==> config.mk <==
export PLATFORM = sky130hd
export DESIGN_NAME = sevenseg_mux_driver
export DESIGN_NICKNAME = d
export VERILOG_FILES = /design/src/rtl/sevenseg_mux_driver.sv
export SDC_FILE = /design/constraint.sdc
export NUM_CORES = 1
export LEC_CHECK = 0
export CAP_MARGIN = 0
export CORE_MARGIN = 3
export CORE_UTILIZATION = 63
export CTS_BUF_LIST = sky130_fd_sc_hd__clkbuf_8
export DETAILED_ROUTE_END_ITERATION = 16
export GPL_TIMING_DRIVEN = 0
export PLACE_DENSITY_LB_ADDON = 0.08
export SLEW_MARGIN = 30
export SYNTH_ARGS = -nofsm -noshare
export SYNTH_HDL_FRONTEND = slang
export SYNTH_SLANG_ARGS = --single-unit
==> constraint.sdc <==
create_clock -name clk -period 6.2 [get_ports clk]
set_clock_uncertainty 0.15 [all_clocks]
set_input_delay 1.24 -clock clk [delete_from_list [all_inputs] [get_ports clk]]
set_output_delay 1.24 -clock clk [all_outputs]
set_load 0.005 [all_outputs]
==> src/rtl/sevenseg_mux_driver.sv <==
// sevenseg_mux_driver: time-multiplexed N-digit seven-segment scanner with hex decode,
// leading-zero/per-digit blanking and frame-synchronous display update.
module sevenseg_mux_driver #(
    parameter int NUM_DIGITS  = 4,
    parameter int REFRESH_DIV = 50000,
    parameter int DEAD_CYCLES = 2,
    parameter int ACTIVE_LOW  = 1,
    parameter int LZ_BLANK    = 1
) (
    input  logic                    clk,
    input  logic                    reset,
    input  logic [4*NUM_DIGITS-1:0] value,
    input  logic [NUM_DIGITS-1:0]   dp_in,
    input  logic [NUM_DIGITS-1:0]   blank,
    input  logic                    load,
    output logic [6:0]              a_to_g,
    output logic                    dp,
    output logic [NUM_DIGITS-1:0]   an,
    output logic                    frame_done
);
    localparam int   CW  = REFRESH_DIV > 1 ? $clog2(REFRESH_DIV) : 1;
    localparam int   IW  = NUM_DIGITS > 1 ? $clog2(NUM_DIGITS) : 1;
    localparam int   SW  = 6 * NUM_DIGITS;
    localparam logic INV = ACTIVE_LOW != 0;

    logic [CW-1:0]         cnt_q, cnt_d;
    logic [IW-1:0]         idx_q, idx_d;
    logic [SW-1:0]         shadow_q, shadow_d, disp_q, disp_d;
    logic                  pending_q, pending_d;
    logic [6:0]            seg_q, seg_d;
    logic                  dp_q, dp_d;
    logic [NUM_DIGITS-1:0] an_q, an_d;
    logic                  fd_q, fd_d;

    logic [4*NUM_DIGITS-1:0] disp_val;
    logic [NUM_DIGITS-1:0]   disp_dp, disp_blank, lz, onehot;
    logic [3:0]              nib;
    logic                    tc, last, boundary, run, lit;

    function automatic logic [6:0] decode(input logic [3:0] h);
        case (h)
            4'h0: decode = 7'h7E;  4'h1: decode = 7'h30;  4'h2: decode = 7'h6D;  4'h3: decode = 7'h79;
            4'h4: decode = 7'h33;  4'h5: decode = 7'h5B;  4'h6: decode = 7'h5F;  4'h7: decode = 7'h70;
            4'h8: decode = 7'h7F;  4'h9: decode = 7'h7B;  4'hA: decode = 7'h77;  4'hB: decode = 7'h1F;
            4'hC: decode = 7'h4E;  4'hD: decode = 7'h3D;  4'hE: decode = 7'h4F;  default: decode = 7'h47;
        endcase
    endfunction

    assign disp_val   = disp_q[SW-1 -: 4*NUM_DIGITS];
    assign disp_dp    = disp_q[2*NUM_DIGITS-1:NUM_DIGITS];
    assign disp_blank = disp_q[NUM_DIGITS-1:0];

    always_comb begin
        tc        = cnt_q == CW'(REFRESH_DIV - 1);
        last      = idx_q == IW'(NUM_DIGITS - 1);
        boundary  = tc && last;
        cnt_d     = tc ? '0 : cnt_q + 1'b1;
        idx_d     = !tc ? idx_q : (last ? '0 : idx_q + 1'b1);
        shadow_d  = load ? {value, dp_in, blank} : shadow_q;
        // a load landing on the boundary bypasses the shadow so it shows next frame
        pending_d = boundary ? 1'b0 : (load || pending_q);
        disp_d    = !boundary ? disp_q : (load ? {value, dp_in, blank} : (pending_q ? shadow_q : disp_q));
        run       = 1'b1;
        lz        = '0;
        for (int k = NUM_DIGITS - 1; k >= 0; k--) begin
            run   = run && (disp_val[4*k +: 4] == 4'h0);
            lz[k] = run && k > 0 && LZ_BLANK != 0;
        end
        nib    = disp_val[idx_q*4 +: 4];
        onehot = NUM_DIGITS'(1) << idx_q;
        lit    = cnt_q >= CW'(DEAD_CYCLES) && !disp_blank[idx_q] && !lz[idx_q];
        an_d   = (lit ? onehot : '0) ^ {NUM_DIGITS{INV}};
        seg_d  = (lit ? decode(nib) : 7'h00) ^ {7{INV}};
        dp_d   = (lit && disp_dp[idx_q]) ^ INV;
        fd_d   = boundary;
    end

    always_ff @(posedge clk or posedge reset) begin
        if (reset) begin
            cnt_q     <= '0;
            idx_q     <= '0;
            shadow_q  <= '0;
            disp_q    <= '0;
            pending_q <= 1'b0;
            seg_q     <= {7{INV}};
            dp_q      <= INV;
            an_q      <= {NUM_DIGITS{INV}};
            fd_q      <= 1'b0;
        end else begin
            cnt_q     <= cnt_d;
            idx_q     <= idx_d;
            shadow_q  <= shadow_d;
            disp_q    <= disp_d;
            pending_q <= pending_d;
            seg_q     <= seg_d;
            dp_q      <= dp_d;
            an_q      <= an_d;
            fd_q      <= fd_d;
        end
    end

    assign a_to_g     = seg_q;
    assign dp         = dp_q;
    assign an         = an_q;
    assign frame_done = fd_q;
endmodule

==> key figures <==
Outcome
  • Status: finished, final reports clean

Setup path
  • Top delay family on crit path: flip-flops
  • Stages on worst setup path: 1
  • CP Cell Sequence: clkdlybuf4s50_1
  • Critical Path Max Stage Delay: roughly 0.52 ns
  • Setup slack, reg-to-reg: around 3.7 ns
  • Critical Path Sink Type: output port
  • Critical Path Fanout Max: 1
  • Worst setup path startpoint: dp
  • FF-to-FF path depth: 5
  • Critical path type: flop to output port
  • R2r startpoint: idx_q[0]
  • CP Buf/Inv Count: 1
  • Required @ worst endpoint: between 4 and 5 ns
  • CP startpoint kind: flop
  • Worst flop-to-flop path endpoint: a_to_g[1]
  • Arr. time, crit path: between 1 and 1.5 ns
  • Critical-path top delay cell: dfstp_2
  • Worst Setup EP: dp

Global route
  • First-pass GRT wire length: 11050 um
  • Vias in the first global route: around 2200
  • Largest net degree at the start of global routing: 47
  • Antenna violations before repair: 0
  • Congestion Overflow GR: 0
  • Total track usage: between 20% and 30%

Synth
  • Seq/Total Area, Yosys: between 50% and 60%
  • Area contributors post-synth: dfrtp_1 (46%), mux2_2 (8.9%), dfstp_2 (8.5%)
  • Dominant synthesized flop cell: dfrtp_1
  • Syn_nets: approximately 310
  • Syn Std Cell Area: 3690 um^2
  • Post-synth top area cell: dfrtp_1
  • Synth Register Bits: 80
  • Share of the synthesized area in the top cell type: about 46%
  • Post-synth EDFFs: 0
  • Mean Syn Cell Area: 13.62 um^2
  • Synth Instances: around 270
  • Warnings, synthesis: 0
  • Post-synth ARST share: 100.0%
  • Netlist cell types: 34

Detailed routing
  • DRC errors left: 0
  • TritonRoute pass-1 iters: 4
  • Antenna Nets Post-Route: 0
  • DRT iter0 DRCs: 116
  • Drt wl/cell: 17.01 um
  • Vias: 2271
  • Vias per inst: approximately 5.7
  • Drt total wl: about 6800 um

Finish
  • Fill count: ~350
  • Final net count: approximately 360
  • Layout cells sized above 1: 28.53%
  • # diodes: 0
  • Area Overhead vs Synth: 18.07%
  • Core Util, Final: 78.16%

Pwr
  • LEAKAGE: slightly above 2 nW
  • Tot Pwr: around 0.00093 W
  • Power density over cell area: around 210 nW/um^2
  • VDD IR max: 0.1417 mV

Die
  • Starting density of the core: 66.20%
  • Core ar.: ~5600 um^2
  • Die area: approximately 7000 um^2
  • Ports: 40
  • Die height: 82.53 um
  • Die Width: ~83 um
  • Row count: 27

Clock network
  • CTS tree: done
  • Clock root buffer: clkbuf_8
  • Setup bufs post-CTS: 0
  • Worst-path clk slew: 0.08 ns
  • CTS Buffer Depth: 2
  • Cts repair resizes: 0
  • Clk_lat worst skew: 0.34 ns
  • H-Tree Level Count: 3
  • CTS Sinks: 80
  • CTS Buf Count: 9
  • Post-CTS Hold Buffers: 0

Job
  • Max Cap Viol: 0

Placement
  • Final HPWL DP: between 4000 and 5000 um
  • GP Congestion: 0.8988
  • PortBufs: 38

Timing
  • Tmin final: 2.748 ns
  • Final period util: around 44%
  • Fin Setup TNS: 0 ns
  • Fmax: 363.9 MHz
  • RSZ-0062 raised after global routing: no
  • Hold Vio Cnt, Final: 0
  • Count of final setup violators: 0
  • Slew headroom: ~57%
  • Worst-Margin Slew: approximately 0.63 ns
  • Max Transition Viols Final: 0

Min path
  • Min-Delay Path Class: flop to flop
-- per-stage QoR --
stage / area (um^2) / instances / hold WS (ns) / setup WS, ns
finish: 4357 / 398 / 0.3489 / 3.452
CTS: 4357 / 398 / 0.3533 / 3.429
detailed placement: 4183 / 382 / 0.3350 / 3.139
floorplan: 3690 / 271 / 0.3120 / 2.778
global placement: 4160 / 381 / 0.3297 / 1.621
global route: 4357 / 398 / 0.3631 / 3.398
-- logic make-up (layout without fill, tap and decap cells) --
group	Yosys count	in the layout	share of synthesized area (%)
and+or+nand+nor	67	67	9.665
muxes	62	62	22.55
AOI/OAI and AO/OA	13	13	2.577
buffers and inverters	20	75	2.543
xor gates and xnor gates	18	18	4.273
DFF	80	80	54.66
adders and majority gates	11	11	3.730
-- power by group --
group	internal, W	total (W)	switching [W]	leakage, nW
registers	0.000537	0.000541	0.00000427	1.00
clock network	0.000153	0.000334	0.000181	0.0855
logic	0.0000301	0.0000543	0.0000241	0.961
-- worst min-delay path by stage --
stage | slack (ns) | start | endpoint | cells after the start
2_1_floorplan | 0.31 | pending_q | pending_q | 2
3_3_place_gp | 0.33 | shadow_q[5] | shadow_q[5] | 1
3_5_place_dp | 0.34 | shadow_q[5] | shadow_q[5] | 1
4_1_cts | 0.35 | shadow_q[5] | shadow_q[5] | 1
5_1_grt | 0.36 | shadow_q[15] | shadow_q[15] | 1
6_report | 0.35 | shadow_q[5] | shadow_q[5] | 1
-- area by class of cell --
cell class              instances  area [um^2]  share of cell area (%)
flip-flops and latches         80         2017                   46.30
multi-input cells             171         1579                   36.24
repair buffers                 39        400.4                   9.190
clock buffers                  10        137.6                   3.159
well taps                      72        90.09                   2.068
plain buffers                  11        60.06                   1.379
clock inverters                 6        36.28                  0.8329
inverters                       9        36.28                  0.8329
-- metal layers --
metal	GRT usage, %	share of wire, %
met1	29.81	45
met2	35.42	48
met3	4.230	4.9
met4	8.660	1.8
met5	0	0
-- cell usage in the layout, fill, tap and decap left out, types with 9 or more instances in the layout --
master,synthesis,routed
mux2_2,29,29
ha_1,11,11
inv_1,9,9
dfstp_2,12,12
xor2_1,10,10
nor2_1,17,17
dfrtp_1,68,68
clkdlybuf4s50_1,0,38
mux2_4,20,20
clkbuf_8,0,10
nand3_1,12,12
nand2_1,16,16
-- state kept, by name (all words and copies together), names as in the netlist --
register / count
pending_q: 1
an: 4
idx_q: 2
disp_q: 24
shadow_q: 24
cnt_q: 16
frame_done: 1
dp: 1
a_to_g: 7
-- Yosys cell counts (2+ instances only) --
cell	n
dfstp_2	12
clkbuf_1	4
mux4_2	6
buf_1	2
inv_1	9
xnor2_1	8
o211ai_1	2
buf_6	2
xor2_1	10
mux2i_1	7
o221ai_1	4
nor4_1	8
mux2_2	29
nor2_1	17
nand3_1	12
dfrtp_1	68
nand4_1	2
nand2_1	16
ha_1	11
nor3_1	4
and3_1	2
o21ai_0	3
buf_2	3
mux2_4	20
Power figures use the tool's default switching activity.
